<file path="src/rtl/reset_sequencer.sv">
// reset_sequencer: staged release of the memory, peripheral and CPU reset domains.
// Reset sources are power-on (resetn), an external button, a watchdog pulse and
// a four-phase software request. The winning source is latched into cause_o.
// Optional feature: define RESET_DEBOUNCE_EN to debounce the button for
// DEBOUNCE_CYCLES consecutive high samples; without it the synchronized button
// level is used directly.
module reset_sequencer #(
    parameter int unsigned ASSERT_CYCLES   = 20,
    parameter int unsigned STAGE_GAP       = 4,
    parameter int unsigned DEBOUNCE_CYCLES = 8
) (
    input  logic       clk,
    input  logic       resetn,
    input  logic       btn_i,
    input  logic       wdt_i,
    input  logic       sw_req_i,
    output logic       sw_ack_o,
    output logic       mem_reset_o,
    output logic       periph_reset_o,
    output logic       cpu_reset_o,
    output logic [1:0] cause_o,
    output logic       busy_o
);

    typedef enum logic [2:0] {
        ST_ASSERT     = 3'd0,
        ST_REL_MEM    = 3'd1,
        ST_REL_PERIPH = 3'd2,
        ST_REL_CPU    = 3'd3,
        ST_RUN        = 3'd4
    } state_e;

    localparam logic [15:0] ASSERT_LAST = 16'(ASSERT_CYCLES - 1);
    localparam logic [15:0] GAP_LAST    = 16'(STAGE_GAP - 1);

    localparam logic [1:0] CAUSE_POR = 2'b00;
    localparam logic [1:0] CAUSE_BTN = 2'b01;
    localparam logic [1:0] CAUSE_WDT = 2'b10;
    localparam logic [1:0] CAUSE_SW  = 2'b11;

    state_e      state_q, state_d;
    logic [15:0] cnt_q, cnt_d;
    logic        mem_q, mem_d;
    logic        periph_q, periph_d;
    logic        cpu_q, cpu_d;
    logic [1:0]  cause_q, cause_d;
    logic        ack_q, ack_d;
    logic        armed_q, armed_d;

    logic        btn_meta_q, btn_sync_q;
    logic        btn_qual;
    logic        hw_req;
    logic        legal_state;
    logic        hw_acc;
    logic        sw_acc;
    logic        req_acc;
    logic [1:0]  req_cause;

    // Two-flop synchronizer for the asynchronous button input
    always_ff @(posedge clk or negedge resetn) begin
        if (!resetn) begin
            btn_meta_q <= 1'b0;
            btn_sync_q <= 1'b0;
        end else begin
            btn_meta_q <= btn_i;
            btn_sync_q <= btn_meta_q;
        end
    end

`ifdef RESET_DEBOUNCE_EN
    localparam logic [15:0] DEB_TARGET = 16'(DEBOUNCE_CYCLES);

    logic [15:0] deb_cnt_q, deb_cnt_d;

    // Count consecutive high samples, saturating at the target; any low clears
    always_comb begin
        deb_cnt_d = deb_cnt_q;
        if (!btn_sync_q) begin
            deb_cnt_d = 16'd0;
        end else if (deb_cnt_q != DEB_TARGET) begin
            deb_cnt_d = deb_cnt_q + 16'd1;
        end
    end

    // Debounce counter register
    always_ff @(posedge clk or negedge resetn) begin
        if (!resetn) begin
            deb_cnt_q <= 16'd0;
        end else begin
            deb_cnt_q <= deb_cnt_d;
        end
    end

    assign btn_qual = (deb_cnt_q == DEB_TARGET);
`else
    // Debounce length has no meaning when the synchronized level is used as-is
    logic unused_debounce;
    assign unused_debounce = (DEBOUNCE_CYCLES == 0);
    assign btn_qual        = btn_sync_q;
`endif

    // Button and watchdog restart the sequence from any of the normal states.
    // Software requests are only taken in RUN: a pending request that lost
    // priority waits for the sequence to finish instead of restarting it.
    assign hw_req      = btn_qual | wdt_i;
    assign legal_state = (state_q == ST_ASSERT) || (state_q == ST_REL_MEM) ||
                         (state_q == ST_REL_PERIPH) || (state_q == ST_RUN);
    assign hw_acc      = hw_req & legal_state;
    assign sw_acc      = (state_q == ST_RUN) & sw_req_i & armed_q & ~hw_req;
    assign req_acc     = hw_acc | sw_acc;
    assign req_cause   = btn_qual ? CAUSE_BTN : (wdt_i ? CAUSE_WDT : CAUSE_SW);

    // State register
    always_ff @(posedge clk or negedge resetn) begin
        if (!resetn) begin
            state_q <= ST_ASSERT;
        end else begin
            state_q <= state_d;
        end
    end

    // Next-state logic
    always_comb begin
        state_d = state_q;
        if (req_acc) begin
            state_d = ST_ASSERT;
        end else begin
            case (state_q)
                ST_ASSERT:     if (cnt_q == ASSERT_LAST) state_d = ST_REL_MEM;
                ST_REL_MEM:    if (cnt_q == GAP_LAST)    state_d = ST_REL_PERIPH;
                ST_REL_PERIPH: if (cnt_q == GAP_LAST)    state_d = ST_RUN;
                ST_RUN:        state_d = ST_RUN;
                // REL_CPU is never targeted; it and any corrupt encoding recover
                default:       state_d = ST_ASSERT;
            endcase
        end
    end

    // Output logic: counter, domain resets, cause, handshake next values
    always_comb begin
        cnt_d    = cnt_q;
        mem_d    = mem_q;
        periph_d = periph_q;
        cpu_d    = cpu_q;
        cause_d  = cause_q;
        ack_d    = 1'b0;
        // Re-arm once the requester has dropped its level
        armed_d  = sw_acc ? 1'b0 : (sw_req_i ? armed_q : 1'b1);

        if (req_acc) begin
            cnt_d    = 16'd0;
            mem_d    = 1'b1;
            periph_d = 1'b1;
            cpu_d    = 1'b1;
            cause_d  = req_cause;
            ack_d    = sw_acc;
        end else begin
            case (state_q)
                ST_ASSERT: begin
                    mem_d    = 1'b1;
                    periph_d = 1'b1;
                    cpu_d    = 1'b1;
                    if (cnt_q == ASSERT_LAST) begin
                        cnt_d = 16'd0;
                        mem_d = 1'b0;
                    end else begin
                        cnt_d = cnt_q + 16'd1;
                    end
                end
                ST_REL_MEM: begin
                    if (cnt_q == GAP_LAST) begin
                        cnt_d    = 16'd0;
                        periph_d = 1'b0;
                    end else begin
                        cnt_d = cnt_q + 16'd1;
                    end
                end
                ST_REL_PERIPH: begin
                    if (cnt_q == GAP_LAST) begin
                        cnt_d = 16'd0;
                        cpu_d = 1'b0;
                    end else begin
                        cnt_d = cnt_q + 16'd1;
                    end
                end
                ST_RUN: begin
                    cnt_d = cnt_q;
                end
                default: begin
                    cnt_d    = 16'd0;
                    mem_d    = 1'b1;
                    periph_d = 1'b1;
                    cpu_d    = 1'b1;
                end
            endcase
        end
    end

    // Datapath registers; cause survives everything except resetn
    always_ff @(posedge clk or negedge resetn) begin
        if (!resetn) begin
            cnt_q    <= 16'd0;
            mem_q    <= 1'b1;
            periph_q <= 1'b1;
            cpu_q    <= 1'b1;
            cause_q  <= CAUSE_POR;
            ack_q    <= 1'b0;
            armed_q  <= 1'b1;
        end else begin
            cnt_q    <= cnt_d;
            mem_q    <= mem_d;
            periph_q <= periph_d;
            cpu_q    <= cpu_d;
            cause_q  <= cause_d;
            ack_q    <= ack_d;
            armed_q  <= armed_d;
        end
    end

    assign mem_reset_o    = mem_q;
    assign periph_reset_o = periph_q;
    assign cpu_reset_o    = cpu_q;
    assign cause_o        = cause_q;
    assign sw_ack_o       = ack_q;
    assign busy_o         = (state_q != ST_RUN);

endmodule

</file>
<file path="config.mk">
export PLATFORM = sky130hd
export DESIGN_NAME = reset_sequencer
export DESIGN_NICKNAME = d
export VERILOG_FILES = /design/src/rtl/reset_sequencer.sv
export SDC_FILE = /design/constraint.sdc
export NUM_CORES = 1
export LEC_CHECK = 0
export ABC_AREA = 0
export CAP_MARGIN = 20
export CORE_UTILIZATION = 57
export CTS_CLUSTER_SIZE = 10
export DETAILED_ROUTE_END_ITERATION = 10
export MAX_ROUTING_LAYER = met4
export PLACE_DENSITY = 0.77
export SYNTH_ARGS = -nofsm -noshare
export SYNTH_HDL_FRONTEND = slang
export SYNTH_SLANG_ARGS = --single-unit
export TNS_END_PERCENT = 20
</file>
<file path="constraint.sdc">
create_clock -name clk -period 2.6 [get_ports clk]
set_input_delay 0.52 -clock clk [delete_from_list [all_inputs] [get_ports clk]]
set_output_delay 0.52 -clock clk [all_outputs]
set_load 0.01 [all_outputs]
</file>
======== Word-level counts from Yosys, hierarchy flattened ========
Cells that the tools add are included.
word-level totals
  bits in registers ....................... 28
  output and inout bits ................... 7
  logic and storage cells ................. 65
cells by class
  $add $sub $neg .......................... 1
  equality and inequality tests ........... 14
  mux-type cells .......................... 22
  bitwise gates (word level) .............. 7
  reductions and logical operators ........ 11
operators with widths
  cell                                                                      number
  16-bit two-way mux                                                        3
  16-bit one-hot mux with 3 select lines                                    1
  16-bit by 1-bit adder with 16-bit output (second input constant)          1
  16-bit by 2-bit == test with 1-bit output (second input constant)         1
  16-bit by 5-bit == test with 1-bit output (second input constant)         1
  3-bit two-way mux                                                         4
  3-bit one-hot mux with 4 select lines                                     1
  1-bit two-way mux                                                         9
  3-bit by 2-bit inequality test with 1-bit output (second input constant)  3
  2-bit by 1-bit inequality test with 1-bit output (second input constant)  4
  1-bit one-hot mux with 2 select lines                                     3
  2-bit OR reduction                                                        3
  1-bit bitwise AND                                                         4
  2-bit AND reduction                                                       2
  3-bit by 1-bit == test with 1-bit output (second input constant)          1
  3-bit by 2-bit == test with 1-bit output (second input constant)          1
  3-bit == test (second input constant)                                     1
  3-bit logical NOT                                                         1
  1-bit logical OR                                                          3
  3-bit inequality test (second input constant)                             1
  3-bit AND reduction                                                       1
  3-bit OR reduction                                                        1
  2-bit two-way mux                                                         1
  2-bit inequality test (second input constant)                             1
  other kinds (2)                                                           3

======== Depth between registers and ports, before layout ========
  word-level depth ........................ 8
  depth in mapped cells ................... 7
  depth with buffers taken out ............ 6

======== Least setup slack after synthesis ========
Ideal clock, no wire load.
  kind .................................... reg-to-reg
  start point ............................. register cnt_q[0]
  end point ............................... register cnt_q[2]
  setup time .............................. 0.127 ns
  arrival ................................. 1.737 ns
  required time ........................... 2.473 ns
  setup slack ............................. 0.736 ns
  cell stages (with the launch flop) ...... 8
  path buffers ............................ 1
  period minus slack after synthesis ...... 1.864 ns
  cells stage by stage .................... dfrtp_1 ha_1 nor4b_2 nand4_2 o221a_1 buf_6 a21oi_2 mux2i_1
between the ends
  word-level cells in the longest chain between the ends .. 4
RTL lines
  item                                                                    line           text
  start, declared                                                         42             logic [15:0] cnt_q, cnt_d;
  start signal, assigned                                                  210            cnt_q <= cnt_d;
  16-bit by 1-bit adder with 16-bit output, or another cell as far along  167, 175, 183
  16-bit two-way mux (on tied branches)                                   171, 179, 163
  16-bit one-hot mux with 3 select lines *                                158            case (state_q)
  16-bit two-way mux *                                                    150            if (req_acc) begin
Every way passes the cells marked *; elsewhere a longest branch is shown, timed or not.
A chain may end at the register's enable or synchronous reset.

======== Worst setup path in the final report ========
  start point ............................. register state_q[0]
  end point ............................... output port busy_o
between the ends
  word-level cells in the longest chain between the ends .. 1
RTL lines
  item                    line  text
  start, declared         41    state_e state_q, state_d;
  start signal, assigned  118   state_q <= state_d;
  3-bit inequality test   225   assign busy_o = (state_q != ST_RUN);
  end, declared           22    output logic busy_o
Every way passes these cells.

==> impl_metrics.py <==
metrics = {
    "place": {
        "port_buffers": 11,
        "place.gp.congestion": 0.7912,
        "dp_slack_ns": 0.2926,
        "hpwl_mm": 2.253,
    },
    "floorplan": {
        "die-area_um2": 3044,
        "coreArea_um2": 2567,
        "chipHeight_um": 55.17,
        "initial_core_util": 0.6277,
        "die_x_um": 55.17,
        "num_io_pins": 12,
        "num_rows": 18,
    },
    "clock_tree": {
        "cts.sinks": 28,
        "cts.clk_slew.worst_paths_ns": 0.15,
        "cts_tree": "built",
        "clockBufferDepth": 2,
        "hold_buffers": 0,
        "numCtsBuffers": 3,
        "post_cts_buffers": 0,
        "cts_resized": 0,
        "htree_levels": 1,
        "cts-root-buf": "clkbuf_4",
        "clk-insertion-delay-late_ns": 0.34,
    },
    "route": {
        "via_per_inst": 6.056,
        "wl_per_cell_um": 14.79,
        "drc": 0,
        "firstDrtPassIters": 4,
        "wl_mm": 3.164,
        "drt_iter0_markers": 28,
        "antenna_left": 0,
        "route.vias.total": 1296,
    },
    "power_and_ir_drop": {
        "powerDensity_nw_per_um2": 442.0,
        "clkPwrFrac": 0.365,
        "power.internal_mw": 0.6205,
        "seqPwrFrac": 0.565,
        "ir_worst_vdd_mv": 0.3946,
        "p_comb_frac": 0.070,
        "power_mw": 0.7947,
        "p_sw_frac": 0.2192,
        "p_leak_nw": 0.6936,
        "p_sw_mw": 0.1742,
    },
    "worst_setup_path": {
        "required_ns": 2.08,
        "worst_setup_path_end_kind": "primary output",
        "timing.rr.start": "cnt_q[0]",
        "cp.arrival_ns": 1.90,
        "r2r_end": "cnt_q[4]",
        "critPathMaxFanout": 12,
        "ff2ff_path_depth": 6,
        "rrSetupSlack_ns": 0.33,
        "startpoint": "state_q[0]",
        "start_kind": "flop",
        "worstSetupPathType": "reg -> out",
        "worstSetupEndpoint": "busy_o",
    },
    "timing": {
        "fin_skew_ns": 0.003528,
        "fmax_ghz": 0.4139,
        "slew_headroom": 0.6195,
        "period_minus_slack_ns": 2.416,
        "final-setup-viol-count": 0,
        "tightest_slew_ns": 0.5708,
        "rsz0062_at_grt": "no",
        "post-route-period-util": 0.9292,
        "fin_setup_tns_ns": 0,
        "drv_slew": 0,
        "worst_slack_ns": 0.1840,
        "hold_viol": 0,
    },
    "synth": {
        "ys_seq_area_frac": 0.4379,
        "yosysMostFrequentCell": "dfrtp_1",
        "synth_common_cells": "dfrtp_1 (24), nand2_1 (21), nand3_1 (14), nor2_1 (11), o21ai_1 (11)",
        "synth_top_area_cell": "dfrtp_1",
        "syn_nets": 180,
        "synth-seq-cells": 28,
        "avgSynthCellArea_um2": 9.262,
        "netlist.area_leader.share": 0.3727,
        "synthCells": 174,
        "ys_warn_count": 0,
        "async_flop_share": 1.000,
        "synthesis.area_um2": 1612,
        "synth_area_leaders": "dfrtp_1 (37%), dfstp_2 (6.5%), nand2_1 (4.9%), nand3_1 (4.3%), o21ai_1 (3.4%)",
        "synth_ff_type": "dfrtp_1",
        "synth-edff-count": 0,
        "synth_cell_types": 42,
    },
    "hold_path": {
        "hp-class": "reg -> reg",
    },
    "cells_and_area": {
        "nNetsFinal": 191,
        "multi_input_area_um2": 823.3,
        "fin_util": 0.7003,
        "fillers": 205,
        "antennaDiodeCount": 0,
        "seq_area_um2": 705.7,
        "syn_to_final_growth_pct": 11.57,
        "drive_above_1_share": 0.1196,
    },
    "grt": {
        "overflow": 0,
        "grt_pass1_vias": 1122,
        "grt_max_degree": 29,
        "grt_usage": 0.2450,
        "antenna_found_initial": 0,
        "grt_pass1_wl_mm": 5.064,
    },
    "flow_run": {
        "maxCapViolCount": 0,
    },
    "run_status": {
        "outcome": "finished, final reports clean",
    },
}
-- critical path: stages, from the launching register on --
cell and delay, ns:
dfrtp_1 0.54, or3b_1 0.50, clkdlybuf4s50_1 0.51
-- cell type report --
cell class / instances / area share
Sequential cell: 28 / 0.3925
Inverter: 5 / 0.01044
Timing Repair Buffer: 16 / 0.08907
Clock inverter: 1 / 0.01670
Tap cell: 30 / 0.02088
Clock buffer: 3 / 0.01253
Multi-Input combinational cell: 131 / 0.4579
-- flip-flops by register name, summed over array words and instances (netlist names) --
signal	flops
cpu_reset_o	1
sw_ack_o	1
cnt_q	16
mem_reset_o	1
periph_reset_o	1
btn_qual	1
cause_o	2
state_q	3
armed_q	1
btn_meta_q	1
-- worst min-delay path by stage --
stage / slack, ns / from / cells after the start / endpoint
2_1_floorplan: 0.22 / resetn / 0 / btn_meta_q
3_3_place_gp: 0.34 / btn_meta_q / 0 / btn_qual
3_5_place_dp: 0.35 / btn_meta_q / 0 / btn_qual
4_1_cts: 0.38 / btn_meta_q / 0 / btn_qual
5_1_grt: 0.40 / btn_meta_q / 0 / btn_qual
6_report: 0.38 / btn_meta_q / 0 / btn_qual
-- cell families after synthesis --
kind of cell | share of synthesized area
AND/OR/NAND/NOR | 0.2927
AO/OA/AOI/OAI | 0.1483
flip-flops | 0.4379
buffers and inverters | 0.05124
XOR/XNOR | 0.04347
multiplexers | 0.01242
adder cells (fa/ha/maj) | 0.01397
-- stage by stage --
stage / std cells / hold slack, ns / area [µm²]
floorplan: 174 / 0.2244 / 1612
global placement: 210 / 0.3397 / 1745
detailed placement: 210 / 0.3460 / 1745
CTS: 214 / 0.3807 / 1798
global route: 214 / 0.3979 / 1798
finish: 214 / 0.3759 / 1798
-- per-layer routing --
layer	GRT usage	vias up	wire length, µm
met5	-	-	0
met4	0.06250	0	17
met2	0.3815	27	1519
met1	0.3419	622	1511
met3	0.02459	2	115
li1	-	645	-
-- power groups by stage --
| stage | registers (mW) | clock network (mW) | logic (mW) |
|---|---|---|---|
| 6_report | 0.449 | 0.290 | 0.0554 |
| 5_1_grt | 0.450 | 0.304 | 0.0619 |
| 4_1_cts | 0.449 | 0.293 | 0.0562 |
| 3_3_place_gp | 0.457 | 0 | 0.0541 |
| 2_1_floorplan | 0.455 | 0 | 0.0323 |
| 3_5_place_dp | 0.457 | 0 | 0.0559 |
-- layout by cell type (no fill, tap or decap), drive strengths merged, types with 3 or more instances in the layout --
master	synthesis	routed
dfrtp	24	24
clkdlybuf4s50	0	11
xnor2	4	4
xor2	4	4
o21ai	15	15
clkbuf	3	3
nor3	8	8
buf	7	5
or3	5	5
nand2b	3	3
nor2	11	11
nand2	21	21
nand3	14	14
dfstp	4	4
a21oi	11	11
nand4	5	5
inv	5	5
or2	3	3
Power figures use the tool's default switching activity.
